`config.mk`:
```
export PLATFORM = sky130hd
export DESIGN_NAME = muldiv_unit_flat
export DESIGN_NICKNAME = d
export VERILOG_FILES = /design/src/rtl/muldiv_unit_pkg.sv /design/src/rtl/muldiv_unit_if.sv /design/src/rtl/muldiv_unit_div_step.sv /design/src/rtl/muldiv_unit.sv /design/src/flat_wrapper.sv
export SDC_FILE = /design/constraint.sdc
export NUM_CORES = 1
export LEC_CHECK = 0
export CELL_PAD_IN_SITES_DETAIL_PLACEMENT = 1
export CELL_PAD_IN_SITES_GLOBAL_PLACEMENT = 1
export CORE_ASPECT_RATIO = 0.75
export CORE_UTILIZATION = 50
export CTS_BUF_LIST = sky130_fd_sc_hd__clkbuf_2 sky130_fd_sc_hd__clkbuf_4 sky130_fd_sc_hd__clkbuf_8
export CTS_CLUSTER_SIZE = 24
export DETAILED_ROUTE_END_ITERATION = 6
export PLACE_DENSITY = 0.9
export SYNTH_ARGS = -nofsm -noshare
export SYNTH_HDL_FRONTEND = slang
export SYNTH_SLANG_ARGS = --single-unit
```
`constraint.sdc`:
```
create_clock -name CLK -period 8.36 [get_ports CLK]
set_input_delay 1.254 -clock CLK [delete_from_list [all_inputs] [get_ports CLK]]
set_output_delay 1.254 -clock CLK [all_outputs]
set_load 0.02 [all_outputs]
```
`src/rtl/muldiv_unit_pkg.sv`:
```
// rv32ima_pkg: shared operation and FSM state types for the multiply/divide unit.
package rv32ima_pkg;
    typedef enum logic [2:0] {
        MUL    = 3'd0,
        MULH   = 3'd1,
        MULHSU = 3'd2,
        MULHU  = 3'd3,
        DIV    = 3'd4,
        DIVU   = 3'd5,
        REM    = 3'd6,
        REMU   = 3'd7
    } muldiv_op_t;
    typedef enum logic [1:0] {
        IDLE = 2'd0,
        CALC = 2'd1,
        DONE = 2'd2
    } muldiv_state_t;
endpackage

```
`src/rtl/muldiv_unit_if.sv`:
```
// muldiv_unit_if: request/response handshake between the execute stage (master) and the unit (slave).
interface muldiv_unit_if #(parameter int WIDTH = 32);
    import rv32ima_pkg::*;
    logic             in_valid;
    logic             in_ready;
    muldiv_op_t       op;
    logic [WIDTH-1:0] in1;
    logic [WIDTH-1:0] in2;
    logic             flush;
    logic             out_valid;
    logic             out_ready;
    logic [WIDTH-1:0] out;
    logic             busy;
    modport master (output in_valid, op, in1, in2, flush, out_ready,
                    input  in_ready, out_valid, out, busy);
    modport slave  (input  in_valid, op, in1, in2, flush, out_ready,
                    output in_ready, out_valid, out, busy);
endinterface

```
`src/rtl/muldiv_unit_div_step.sv`:
```
// muldiv_div_step: one restoring-division step; shifts in a dividend bit and conditionally subtracts.
module muldiv_div_step #(parameter int WIDTH = 32) (
    input  logic [WIDTH-1:0] rem,
    input  logic             in_bit,
    input  logic [WIDTH-1:0] divisor,
    output logic [WIDTH-1:0] rem_next,
    output logic             q_bit
);
    logic [WIDTH:0] sh, diff;
    assign sh = {rem, in_bit};
    assign diff = sh - {1'b0, divisor};
    // sh < 2*divisor always, so the top bit of diff is a clean borrow flag
    assign q_bit = !diff[WIDTH];
    assign rem_next = q_bit ? diff[WIDTH-1:0] : sh[WIDTH-1:0];
endmodule

```
`src/rtl/muldiv_unit.sv`:
```
// muldiv_unit: iterative RV32M multiply/divide with valid/ready handshake and flush.
// MULDIV_FAST_MUL_EN: when defined, multiplies finish in one cycle; only divides iterate.
module muldiv_unit
    import rv32ima_pkg::*;
#(
    parameter int WIDTH = 32
) (
    input logic          CLK,
    input logic          nRST,
    muldiv_unit_if.slave bus
);
    localparam int W2 = 2 * WIDTH;
    localparam int CW = $clog2(WIDTH);

    muldiv_state_t    state;
    muldiv_op_t       op_q;
    logic [WIDTH-1:0] a, b, res;
    logic [W2-1:0]    acc;
    logic [CW-1:0]    cnt;
    logic             neg_q, neg_r, out_valid_q;

    logic             is_div, s1, s2, n1, n2, div_zero, ovf, direct;
    logic [WIDTH-1:0] abs1, abs2, special, direct_res;

    assign is_div = bus.op[2];
    assign s1 = bus.op inside {MULH, MULHSU, DIV, REM};
    assign s2 = bus.op inside {MULH, DIV, REM};
    assign n1 = s1 && bus.in1[WIDTH-1];
    assign n2 = s2 && bus.in2[WIDTH-1];
    assign abs1 = n1 ? -bus.in1 : bus.in1;
    assign abs2 = n2 ? -bus.in2 : bus.in2;
    assign div_zero = is_div && bus.in2 == '0;
    assign ovf = (bus.op inside {DIV, REM}) && bus.in1 == {1'b1, {(WIDTH-1){1'b0}}} && &bus.in2;
    // op[1] separates remainders from quotients among the divide encodings
    assign special = div_zero ? (bus.op[1] ? bus.in1 : '1) : (bus.op[1] ? '0 : bus.in1);

`ifdef MULDIV_FAST_MUL_EN
    logic signed [W2-1:0] x1, x2, full;
    assign x1 = {{WIDTH{n1}}, bus.in1};
    assign x2 = {{WIDTH{n2}}, bus.in2};
    assign full = x1 * x2;
    assign direct = div_zero || ovf || !is_div;
    assign direct_res = is_div ? special : (bus.op == MUL ? full[WIDTH-1:0] : full[W2-1:WIDTH]);
`else
    assign direct = div_zero || ovf;
    assign direct_res = special;
`endif

    logic [WIDTH:0]   mul_sum;
    logic [W2-1:0]    mul_next, div_next, acc_next, prod;
    logic [WIDTH-1:0] rem_next, quo, rem, fixed;
    logic             q_bit;

    // multiply: acc = {partial high, remaining multiplier bits}, shifted right each step
    assign mul_sum = {1'b0, acc[W2-1:WIDTH]} + (acc[0] ? {1'b0, a} : '0);
    assign mul_next = {mul_sum, acc[WIDTH-1:1]};

    // divide: acc = {remainder, dividend bits shifting out / quotient bits shifting in}
    muldiv_div_step #(.WIDTH(WIDTH)) u_step (
        .rem      (acc[W2-1:WIDTH]),
        .in_bit   (acc[WIDTH-1]),
        .divisor  (b),
        .rem_next (rem_next),
        .q_bit    (q_bit)
    );
    assign div_next = {rem_next, acc[WIDTH-2:0], q_bit};
    assign acc_next = op_q[2] ? div_next : mul_next;

    assign prod = neg_q ? -acc_next : acc_next;
    assign quo = neg_q ? -acc_next[WIDTH-1:0] : acc_next[WIDTH-1:0];
    assign rem = neg_r ? -acc_next[W2-1:WIDTH] : acc_next[W2-1:WIDTH];
    assign fixed = op_q[2] ? (op_q[1] ? rem : quo)
                           : (op_q == MUL ? prod[WIDTH-1:0] : prod[W2-1:WIDTH]);

    always_ff @(posedge CLK or negedge nRST) begin
        if (!nRST) begin
            state       <= IDLE;
            op_q        <= MUL;
            a           <= '0;
            b           <= '0;
            acc         <= '0;
            cnt         <= '0;
            neg_q       <= 1'b0;
            neg_r       <= 1'b0;
            res         <= '0;
            out_valid_q <= 1'b0;
        end else if (bus.flush) begin
            state       <= IDLE;
            out_valid_q <= 1'b0;
        end else begin
            case (state)
                IDLE: if (bus.in_valid) begin
                    op_q        <= bus.op;
                    a           <= abs1;
                    b           <= abs2;
                    neg_q       <= n1 ^ n2;
                    neg_r       <= n1;
                    acc         <= {{WIDTH{1'b0}}, is_div ? abs1 : abs2};
                    cnt         <= CW'(WIDTH - 1);
                    res         <= direct_res;
                    state       <= direct ? DONE : CALC;
                    out_valid_q <= direct;
                end
                CALC: begin
                    acc <= acc_next;
                    cnt <= cnt - CW'(1);
                    if (cnt == '0) begin
                        res         <= fixed;
                        state       <= DONE;
                        out_valid_q <= 1'b1;
                    end
                end
                DONE: if (bus.out_ready) begin
                    state       <= IDLE;
                    out_valid_q <= 1'b0;
                end
                default: state <= IDLE;
            endcase
        end
    end

    assign bus.in_ready = state == IDLE;
    assign bus.busy = state != IDLE;
    assign bus.out_valid = out_valid_q;
    assign bus.out = res;
endmodule

```
`src/flat_wrapper.sv`:
```
// flat-port wrapper written by rule: the top's interface ports become plain ports
module muldiv_unit_flat import rv32ima_pkg::*;
#(
    parameter int WIDTH = 32
)
  (CLK, nRST, bus_in_valid, bus_op, bus_in1, bus_in2, bus_flush, bus_out_ready, bus_in_ready, bus_out_valid, bus_out, bus_busy);
  muldiv_unit_if #(.WIDTH(WIDTH)) bus_i ();
  input logic CLK;
  input logic nRST;
  input wire logic [$bits(bus_i.in_valid)-1:0] bus_in_valid;
  input wire logic [$bits(bus_i.op)-1:0] bus_op;
  input wire logic [$bits(bus_i.in1)-1:0] bus_in1;
  input wire logic [$bits(bus_i.in2)-1:0] bus_in2;
  input wire logic [$bits(bus_i.flush)-1:0] bus_flush;
  input wire logic [$bits(bus_i.out_ready)-1:0] bus_out_ready;
  output wire logic [$bits(bus_i.in_ready)-1:0] bus_in_ready;
  output wire logic [$bits(bus_i.out_valid)-1:0] bus_out_valid;
  output wire logic [$bits(bus_i.out)-1:0] bus_out;
  output wire logic [$bits(bus_i.busy)-1:0] bus_busy;
  assign bus_i.in_valid = bus_in_valid;
  assign bus_i.op = bus_op;
  assign bus_i.in1 = bus_in1;
  assign bus_i.in2 = bus_in2;
  assign bus_i.flush = bus_flush;
  assign bus_i.out_ready = bus_out_ready;
  assign bus_in_ready = bus_i.in_ready;
  assign bus_out_valid = bus_i.out_valid;
  assign bus_out = bus_i.out;
  assign bus_busy = bus_i.busy;
  muldiv_unit #(.WIDTH(WIDTH)) u_core (.CLK(CLK), .nRST(nRST), .bus(bus_i));
endmodule
```
==> results of run 1 <==
-- stage by stage --
stage,instance area [sq um],total power (uW),hold WS (ns)
after floorplan,17300,6260,0.441
after global placement,18500,8420,0.457
after detailed placement,18500,8670,0.470
after CTS,18900,9360,0.495
after global routing,18900,10100,0.518
final,18900,9740,0.495
-- final cells by class --
type                    count  area, sq um  share of cell area [%]
flip-flops and latches    173         4330                    22.9
multi-input cells        1909        12100                    64.1
clock inverters            14          159                   0.839
repair buffers            130         1240                    6.53
clock buffers              18          241                    1.27
inverters                  71          267                    1.41
diodes                      2         5.00                  0.0264
well taps                 450          563                    2.97
-- state kept, by name, indices dropped and copies added (netlist names) --
signal	cells
u_core.a	32
u_core.acc	64
u_core.b	32
u_core.bus.out	32
u_core.bus.out_valid	1
u_core.cnt	5
u_core.neg_q	1
u_core.neg_r	1
u_core.op_q	3
u_core.state	2
-- where the power goes --
part           switching [uW]  internal [uW]  leakage [uW]  total, uW
logic                    5040           2380       0.00532       7420
registers                 436           1210       0.00217       1650
clock network             399            275      0.000197        674
-- cell usage after synthesis (all sizes together) (23+ instances only) --
library cell / count
a211oi: 24
a21oi: 180
and2: 49
buf: 25
clkbuf: 110
dfrtp: 173
ha: 74
inv: 71
mux2i: 55
nand2: 313
nand3: 42
nand4: 35
nor2: 182
nor3: 56
o21a: 23
o21ai: 271
o31ai: 44
xnor2: 102
xor2: 81
-- logic make-up after synthesis --
family	synth area share, %
fa+ha+maj	5.59
simple gates	22.7
flops	25.0
mux	4.31
buf+inv	4.81
xor+xnor	9.27
compound gates	28.2
-- worst paths after layout --
kind | slack (ns) | depth (start not counted) | endpoint | start
min | 0.50 | 2 | u_core.a[28] | u_core.a[28]
min in group asynchronous | 0.72 | 1 | u_core.acc[39] | nRST
max | 1.93 | 20 | u_core.bus.out[16] | u_core.acc[31]
max reg2reg | 1.93 | 20 | u_core.bus.out[16] | u_core.acc[31]
min reg2reg | 0.50 | 2 | u_core.a[28] | u_core.a[28]
max in group asynchronous | 6.17 | 2 | u_core.op_q[2] | nRST
-- metal layers --
metal	wire length [um]	vias to the layer above
li1	-	8335
met1	34200	9693
met2	33600	1359
met3	11800	242
met4	4100	6
met5	41	-
-- worst max-delay path: cells and delay by family (launching register included) --
family          cells  cell delay, ns
buf+inv             3            0.39
flops               1            0.43
fa+ha+maj           3            0.87
compound gates      9            3.74
simple gates        4            0.84
xor+xnor            1            0.11
==> results.sh, run 1 <==
export IMPL_cts_setup_buffers=0
export IMPL_root_buffer="clkbuf_8"
export IMPL_drt_first_iter_violations=2857
export IMPL_path_class="flop to flop"
export IMPL_start_kind="flop"
export IMPL_place_hpwl_mm=64.9
export IMPL_grtUsageTotal_pct=47.3
export IMPL_skew_ns=0.0256
export IMPL_drtAntennaViolNets=0
export IMPL_syn_inst=2288
export IMPL_die_area_sq_um=35300
export IMPL_cts_tree="built"
export IMPL_avgSynthCellArea_sq_um=7.56
export IMPL_crit_top_cell="inv_1"
export IMPL_nets=2450
export IMPL_fillers=4253
export IMPL_worstMarginPinSlew_ns=1.35
export IMPL_dp_cells=2733
export IMPL_drc=0
export IMPL_syn_nets=2436
export IMPL_worst_ir_drop_vdd_uv=275
export IMPL_leakage_uw=0.00769
export IMPL_async_reset_ff_share_pct=100
export IMPL_die_w_um=217
export IMPL_synthToLayoutAreaGrowth_pct=9.60
export IMPL_ys_warn_count=0
export IMPL_period_needed_ns=6.43
export IMPL_grt_max_degree=107
export IMPL_max_slew_margin_rel_pct=9.24
export IMPL_arrival_ns=6.92
export IMPL_final_cell_mix="312 x nand2_1, 264 x o21ai_0, 181 x nor2_1, 179 x a21oi_1, 171 x dfrtp_1"
export IMPL_finalWeightedCongestion=1.09
export IMPL_die_height_um=163
export IMPL_vias_per_cell=7.10
export IMPL_num_rows=58
export IMPL_port_buffers=106
export IMPL_status="complete, no violations"
export IMPL_crit_slowest_cell="a311oi_1"
export IMPL_synth_cell_area_sq_um=17300
export IMPL_antenna_found_initial=4
export IMPL_crit_path_max_fanout=25
export IMPL_cts_resized_gates=0
export IMPL_cts_made_buffers=17
export IMPL_required_ns=8.85
export IMPL_maxCapViolations=0
export IMPL_finalSetupViolations=0
export IMPL_power_density_nw_per_um2=514
export IMPL_synth_top_cells_by_area="dfrtp_1 25%, o21ai_0 7.6%, nand2_1 6.8%"
export IMPL_htree_num_levels=4
export IMPL_worstSetupEndpointType="flop"
export IMPL_synth_seq_cells=173
export IMPL_timing_final_crit_share_pct=76.9
export IMPL_yosysTopAreaCell="dfrtp_1"
export IMPL_stdcell_count=2767
export IMPL_worstSkewPairLatency_ns=0.55
export IMPL_use_met1_pct=63.5
export IMPL_routedWlPerCell_um=30.2
export IMPL_dp_slack_ns=2.17
export IMPL_grt_use_met3_pct=18.1
export IMPL_coreArea_sq_um=33700
export IMPL_grt_overflow=0
export IMPL_drive_gt1_share_pct=5.53
export IMPL_cts_buffer_depth=2
export IMPL_initial_core_util_pct=51.2
export IMPL_max_freq_mhz=156
export IMPL_synth_edff_count=0
export IMPL_firstDrtPassIters=6
export IMPL_crit_path_max_incr_delay_ns=1.09
export IMPL_hold_viol=0
export IMPL_grt_pass1_vias=19000
export IMPL_fin_util_pct=56.2
export IMPL_fin_tns_setup_ns=0
export IMPL_holdBufCountCts=0
export IMPL_io_pins=107
export IMPL_path_cells="inv_1 -> ha_1 -> inv_1 -> fa_1 -> a211oi_1 -> o21a_1 -> a2111o_1 -> a21boi_4 -> o211ai_4 -> nor2_2 -> a21oi_1 -> ha_1 -> and2_1 -> nand3_1 -> inv_1 -> nand2_1 -> o31ai_1 -> xnor2_1 -> a311oi_1 -> a22o_1"
export IMPL_cts_sinks=173
export IMPL_wirelength_mm=83.7
export IMPL_slew_viol_final=0
export IMPL_use_met2_pct=66.9
export IMPL_hold_path_class="flop to flop"
export IMPL_fin_ws_ns=1.93
export IMPL_layout_commonest_cell="nand2_1"
export IMPL_grt_pass1_wl_mm=123
export IMPL_vias=19600
export IMPL_yosysSeqAreaShare_pct=25.0
export IMPL_busiest_layer="met2"
export IMPL_synth_top_area_share_pct=25.0
export IMPL_rsz0062_at_grt="no"
export IMPL_path_clk_slew_ns=0.11
export IMPL_synth_main_ff_cell="dfrtp_1"
export IMPL_synth_cell_type_count=103
Power figures use the tool's default switching activity.
==> inputs of run 2 (changes only) <==
--- a/config.mk
+++ b/config.mk
@@ -8,11 +8,11 @@
 export CELL_PAD_IN_SITES_DETAIL_PLACEMENT = 1
 export CELL_PAD_IN_SITES_GLOBAL_PLACEMENT = 1
 export CORE_ASPECT_RATIO = 0.75
-export CORE_UTILIZATION = 50
+export CORE_UTILIZATION = 47
 export CTS_BUF_LIST = sky130_fd_sc_hd__clkbuf_2 sky130_fd_sc_hd__clkbuf_4 sky130_fd_sc_hd__clkbuf_8
 export CTS_CLUSTER_SIZE = 24
 export DETAILED_ROUTE_END_ITERATION = 6
-export PLACE_DENSITY = 0.9
+export PLACE_DENSITY = 0.85
 export SYNTH_ARGS = -nofsm -noshare
 export SYNTH_HDL_FRONTEND = slang
 export SYNTH_SLANG_ARGS = --single-unit
==> constraint.sdc (replaced) <==
create_clock -name CLK -period 6.3 [get_ports CLK]
set_input_delay 0.945 -clock CLK [delete_from_list [all_inputs] [get_ports CLK]]
set_output_delay 0.945 -clock CLK [all_outputs]
set_load 0.02 [all_outputs]
==> results.sh, run 2 (synthesis gave the netlist of run 1 again) <==
export IMPL_multi_input_comb_area_sq_um=12100
export IMPL_grt_overflow=0
export IMPL_skew_ns=0.0202
export IMPL_reg2regPathDepth=20
export IMPL_fin_util_pct=53.4
export IMPL_antenna_cells=0
export IMPL_worstSkewPairLatency_ns=0.55
export IMPL_grtUsageTotal_pct=45.6
export IMPL_crit_slowest_cell="o211ai_4"
export IMPL_drc=0
export IMPL_worstMarginPinSlew_ns=1.29
export IMPL_timing_final_crit_share_pct=91.9
export IMPL_grt_max_degree=105
export IMPL_grt_pass1_vias=19000
export IMPL_holdBufCountCts=0
export IMPL_worst_path_buf_inv=1
export IMPL_hold_path_class="input port to asynchronous set/reset pin"
export IMPL_path_class="flop to flop"
export IMPL_initial_core_util_pct=48.0
export IMPL_drtAntennaViolNets=0
export IMPL_grt_pass1_wl_mm=126
export IMPL_firstDrtPassIters=6
export IMPL_routedWlPerCell_um=30.5
export IMPL_required_ns=6.75
export IMPL_slew_viol_final=0
export IMPL_drive_gt1_share_pct=6.85
export IMPL_largest_register_ffs=64
export IMPL_place_hpwl_mm=68.0
export IMPL_arrival_ns=6.24
export IMPL_max_slew_margin_rel_pct=13.9
export IMPL_leakage_uw=0.00786
export IMPL_drt_first_iter_violations=2761
export IMPL_cts_tree="built"
export IMPL_max_freq_mhz=173
export IMPL_io_pins=107
export IMPL_root_buffer="clkbuf_8"
export IMPL_cts_sinks=173
export IMPL_wirelength_mm=85.8
export IMPL_fillers=4549
export IMPL_top_register="u_core.acc"
export IMPL_finalWeightedCongestion=1.04
export IMPL_cts_resized_gates=0
export IMPL_rsz0062_at_grt="no"
export IMPL_die_w_um=223
export IMPL_worst_ir_drop_vdd_uv=344
export IMPL_die_area_sq_um=37600
export IMPL_hold_viol=0
export IMPL_vias_per_cell=6.93
export IMPL_r2r_slack_ns=0.51
export IMPL_wl_met1_mm=37.1
export IMPL_synthToLayoutAreaGrowth_pct=11.2
export IMPL_wl_met2_mm=33.3
export IMPL_htree_num_levels=4
export IMPL_cts_made_buffers=17
export IMPL_cp_top_family="compound AO/OA/AOI/OAI gates"
export IMPL_port_buffers=106
export IMPL_highest_layer="met4"
export IMPL_maxCapViolations=0
export IMPL_dp_slack_ns=0.846
export IMPL_path_cells="ha_1 -> inv_1 -> fa_1 -> a211oi_1 -> o21a_1 -> a2111o_1 -> a21boi_4 -> o211ai_4 -> nor2_2 -> a21oi_1 -> ha_1 -> and2_1 -> nand3_1 -> or3_1 -> or2_2 -> o21ai_0 -> xor2_1 -> a221oi_1 -> a21oi_1 -> o21ai_0"
export IMPL_period_needed_ns=5.79
export IMPL_cts_setup_buffers=0
export IMPL_crit_path_max_fanout=14
export IMPL_rr_startpoint="u_core.b[0]"
export IMPL_wl_met3_mm=11.4
export IMPL_coreArea_sq_um=36000
export IMPL_vias=19500
export IMPL_start_kind="flop"
export IMPL_die_height_um=168
export IMPL_layout_commonest_cell="nand2_1"
export IMPL_final_cell_mix="312 x nand2_1, 264 x o21ai_0, 181 x nor2_1, 179 x a21oi_1, 171 x dfrtp_1"
export IMPL_power_density_nw_per_um2=700
export IMPL_path_clk_slew_ns=0.12
export IMPL_antenna_found_initial=0
export IMPL_nets=2484
export IMPL_worstSetupEndpointType="flop"
export IMPL_finalSetupViolations=0
export IMPL_regArea_sq_um=4330
export IMPL_num_rows=60
export IMPL_status="complete, no violations"
export IMPL_crit_path_max_incr_delay_ns=0.58
export IMPL_r2r_end="u_core.bus.out[6]"
export IMPL_fin_tns_setup_ns=0
export IMPL_cts_buffer_depth=2
export IMPL_fin_ws_ns=0.511
-- run 2: how the worst max path moves through the flow --
stage	from	depth (start not counted)	slack, ns	end
detailed placement	u_core.b[0]	20	0.85	u_core.bus.out[6]
finish	u_core.b[0]	20	0.51	u_core.bus.out[6]
floorplan	u_core.acc[31]	26	1.26	u_core.bus.out[24]
global placement	u_core.b[0]	18	1.06	u_core.bus.out[24]
CTS	u_core.b[0]	20	0.72	u_core.bus.out[6]
global route	u_core.b[0]	22	0.39	u_core.bus.out[24]
-- run 2: per-layer routing --
| metal | track usage, % | vias to the layer above |
|---|---|---|
| li1 | - | 8406 |
| met1 | 64.4 | 9713 |
| met2 | 61.8 | 1190 |
| met3 | 16.2 | 194 |
| met4 | 19.7 | 0 |
| met5 | 0 | - |
-- run 2: layout make-up --
type	instances	share of cell area, %
sequential	173	22.5
tap	465	3.03
clock buffer	17	1.22
inverter	71	1.39
multi-input combinational	1909	63.1
timing repair buffer	164	7.83
clock inverter	15	0.885
-- run 2: worst register-to-register path, cell delays in order, from the launching register on --
cell and delay (ns):
dfrtp_1 0.52, ha_1 0.23, inv_1 0.06, fa_1 0.43, a211oi_1 0.33, o21a_1 0.27
a2111o_1 0.29, a21boi_4 0.10, o211ai_4 0.58, nor2_2 0.08, a21oi_1 0.25, ha_1 0.22
and2_1 0.19, nand3_1 0.23, or3_1 0.50, or2_2 0.44, o21ai_0 0.25, xor2_1 0.11
a221oi_1 0.32, a21oi_1 0.12, o21ai_0 0.18
-- run 2: stage by stage --
| step | instances | hold slack, ns | total power (uW) | instance area, sq um |
|---|---|---|---|---|
| final | 2814 | 0.450 | 13500 | 19200 |
| after global routing | 2814 | 0.472 | 14000 | 19200 |
| after CTS | 2814 | 0.467 | 13000 | 19200 |
| after detailed placement | 2782 | 0.462 | 12000 | 18800 |
| after global placement | 2782 | 0.458 | 11800 | 18800 |
| after floorplan | 2288 | 0.441 | 8300 | 17300 |
-- run 2: report_power, final --
group / switching [uW] / total [uW] / internal, uW
clock network: 575 / 876 / 301
registers: 575 / 2180 / 1610
logic: 6980 / 10400 / 3420
total: 8130 / 13500 / 5330
==> RTL edit, RTL diff (settings of run 2) <==
`WIDTH` is set to 32 in 4 places; all go to 16.
--- a/src/rtl/muldiv_unit_if.sv
+++ b/src/rtl/muldiv_unit_if.sv
@@ -1,5 +1,5 @@
 // muldiv_unit_if: request/response handshake between the execute stage (master) and the unit (slave).
-interface muldiv_unit_if #(parameter int WIDTH = 32);
+interface muldiv_unit_if #(parameter int WIDTH = 16);
     import rv32ima_pkg::*;
     logic             in_valid;
     logic             in_ready;
--- a/src/rtl/muldiv_unit_div_step.sv
+++ b/src/rtl/muldiv_unit_div_step.sv
@@ -1,5 +1,5 @@
 // muldiv_div_step: one restoring-division step; shifts in a dividend bit and conditionally subtracts.
-module muldiv_div_step #(parameter int WIDTH = 32) (
+module muldiv_div_step #(parameter int WIDTH = 16) (
     input  logic [WIDTH-1:0] rem,
     input  logic             in_bit,
     input  logic [WIDTH-1:0] divisor,
--- a/src/rtl/muldiv_unit.sv
+++ b/src/rtl/muldiv_unit.sv
@@ -3,7 +3,7 @@
 module muldiv_unit
     import rv32ima_pkg::*;
 #(
-    parameter int WIDTH = 32
+    parameter int WIDTH = 16
 ) (
     input logic          CLK,
     input logic          nRST,
--- a/src/flat_wrapper.sv
+++ b/src/flat_wrapper.sv
@@ -1,7 +1,7 @@
 // flat-port wrapper written by rule: the top's interface ports become plain ports
 module muldiv_unit_flat import rv32ima_pkg::*;
 #(
-    parameter int WIDTH = 32
+    parameter int WIDTH = 16
 )
   (CLK, nRST, bus_in_valid, bus_op, bus_in1, bus_in2, bus_flush, bus_out_ready, bus_in_ready, bus_out_valid, bus_out, bus_busy);
   muldiv_unit_if #(.WIDTH(WIDTH)) bus_i ();
Ports: changed (resized bus_in1, bus_in2 and bus_out); port bits go from 107 to 59. No check against the original RTL was run, so the function may have changed too.
==> RTL edit against run 2 <==
  * Sequential cell count decreased by 81
  * Wire length fell by 61%
  * Design area is 50% lower
  * First-iteration DRC count fell by 66%
  * Worst setup slack improved by 0.87 ns
  * Area after synthesis decreased by 49%
  * Via count shrank 54%
  * Critical path depth down 4
  * Fmax rose by 18%
Power is not shown: default switching activity piles up to over one toggle a cycle in this logic, so the estimate is an artifact.
==> RTL edit: results (changes against run 2) <==
grt:
  grt_max_degree: 72  # -31%
  met2_usage_pct: 50.5  # -11 points
  grt_use_total_pct: 34.9  # -11 points
  antenna_found_initial: 1  # +1
  use_met3_pct: 11.7  # -4.5 points
  grt_pass1_vias: 8644  # -54%
  grt.met1_usage_pct: 48.9  # -15 points
clocking:
  path_clk_slew_ns: 0.12  # about the same
  clock_latency_ns: 0.41  # -0.14 ns
  cts_buffers: 9  # -8
timing:
  final.setup_skew_ns: 0.0195  # -0.000630 ns
  slew_headroom_pct: 26.9  # +13 points
  fmax_ghz: 0.203  # +18%
setup_path:
  slowest_stage: "a2111oi_0"
  crit_path_start: "u_core.acc[25]"
  critPathArrivalTime_ns: 5.27  # -0.97 ns
  cp_max_fo: 10  # -4
yosys:
  synthTopCellsByArea: "dfrtp_1 26%, o21ai_0 6.9%, nand2_1 6.5%, ha_1 5.8%, xnor2_1 4.5%"
  synthTopCellsByCount: "154 x nand2_1, 121 x o21ai_0, 92 x dfrtp_1, 67 x nor2_1, 56 x a21oi_1"
  synth_cells: 1098  # -52%
  ys_seq_area_share_pct: 26.1  # +1.0 points
  synth.distinct_cells: 100  # -2.9%
place:
  place.gp.congestion: 1.01  # -3.6%
  place_hpwl_mm: 26.4  # -61%
  post-place-cells: 1356  # -51%
  port_buffers: 58  # -45%
  pre_cts_ws_ns: 1.53  # +0.681 ns
drt:
  wl_met2_mm: 13.7  # -59%
  post_drt_wl_per_cell_microns: 24.2  # -21%
  first_iter_violations: 928  # -66%
  top_layer: "met5"
  m1WireLength_mm: 14.7  # -60%
  firstDrtPassIters: 5  # -1
  wl_met3_mm: 3.98  # -65%
layout:
  layout-drive-gt1-share_pct: 8.36  # +1.5 points
  multiInputGateArea_sq_mm: 0.00605  # -50%
  fillCellCount: 2259  # -50%
  fin_cells: 1372  # -51%
  largest_reg_flops: 32  # -50%
  num-nets-final: 1203  # -52%
outcome:
  status: "complete, no violations"
RTL edit: kinds of logic (layout without fill, tap and decap cells):
group,after synthesis,in the layout,share of synthesized area [%]
AO/OA/AOI/OAI,357,357,28.3
XOR/XNOR,79,79,7.84
adder cells (fa/ha/maj),43,43,6.27
buffers and inverters,101,128,5.34
flip-flops,92,92,26.1
multiplexers,46,46,5.37
AND/OR/NAND/NOR,380,380,20.8
RTL edit: area by class of cell:
cell class | count | share of cell area [%]
tap | 247 | 3.19
sequential | 92 | 23.8
clock inverter | 7 | 0.826
timing repair buffer | 69 | 6.82
clock buffer | 9 | 1.28
inverter | 43 | 1.67
multi-input combinational | 905 | 62.5
RTL edit: path summary, 6_finish.rpt:
check,endpoint,slack [ns],depth (start not counted)
worst max-delay path,u_core.bus.out[8],1.38,16
worst min-delay path,u_core.bus.out[7],0.41,1
min in group CLK,u_core.a[8],0.49,2
worst min register to register,u_core.a[8],0.49,2
max in group asynchronous,u_core.op_q[2],4.60,2
worst max register to register,u_core.bus.out[8],1.38,16
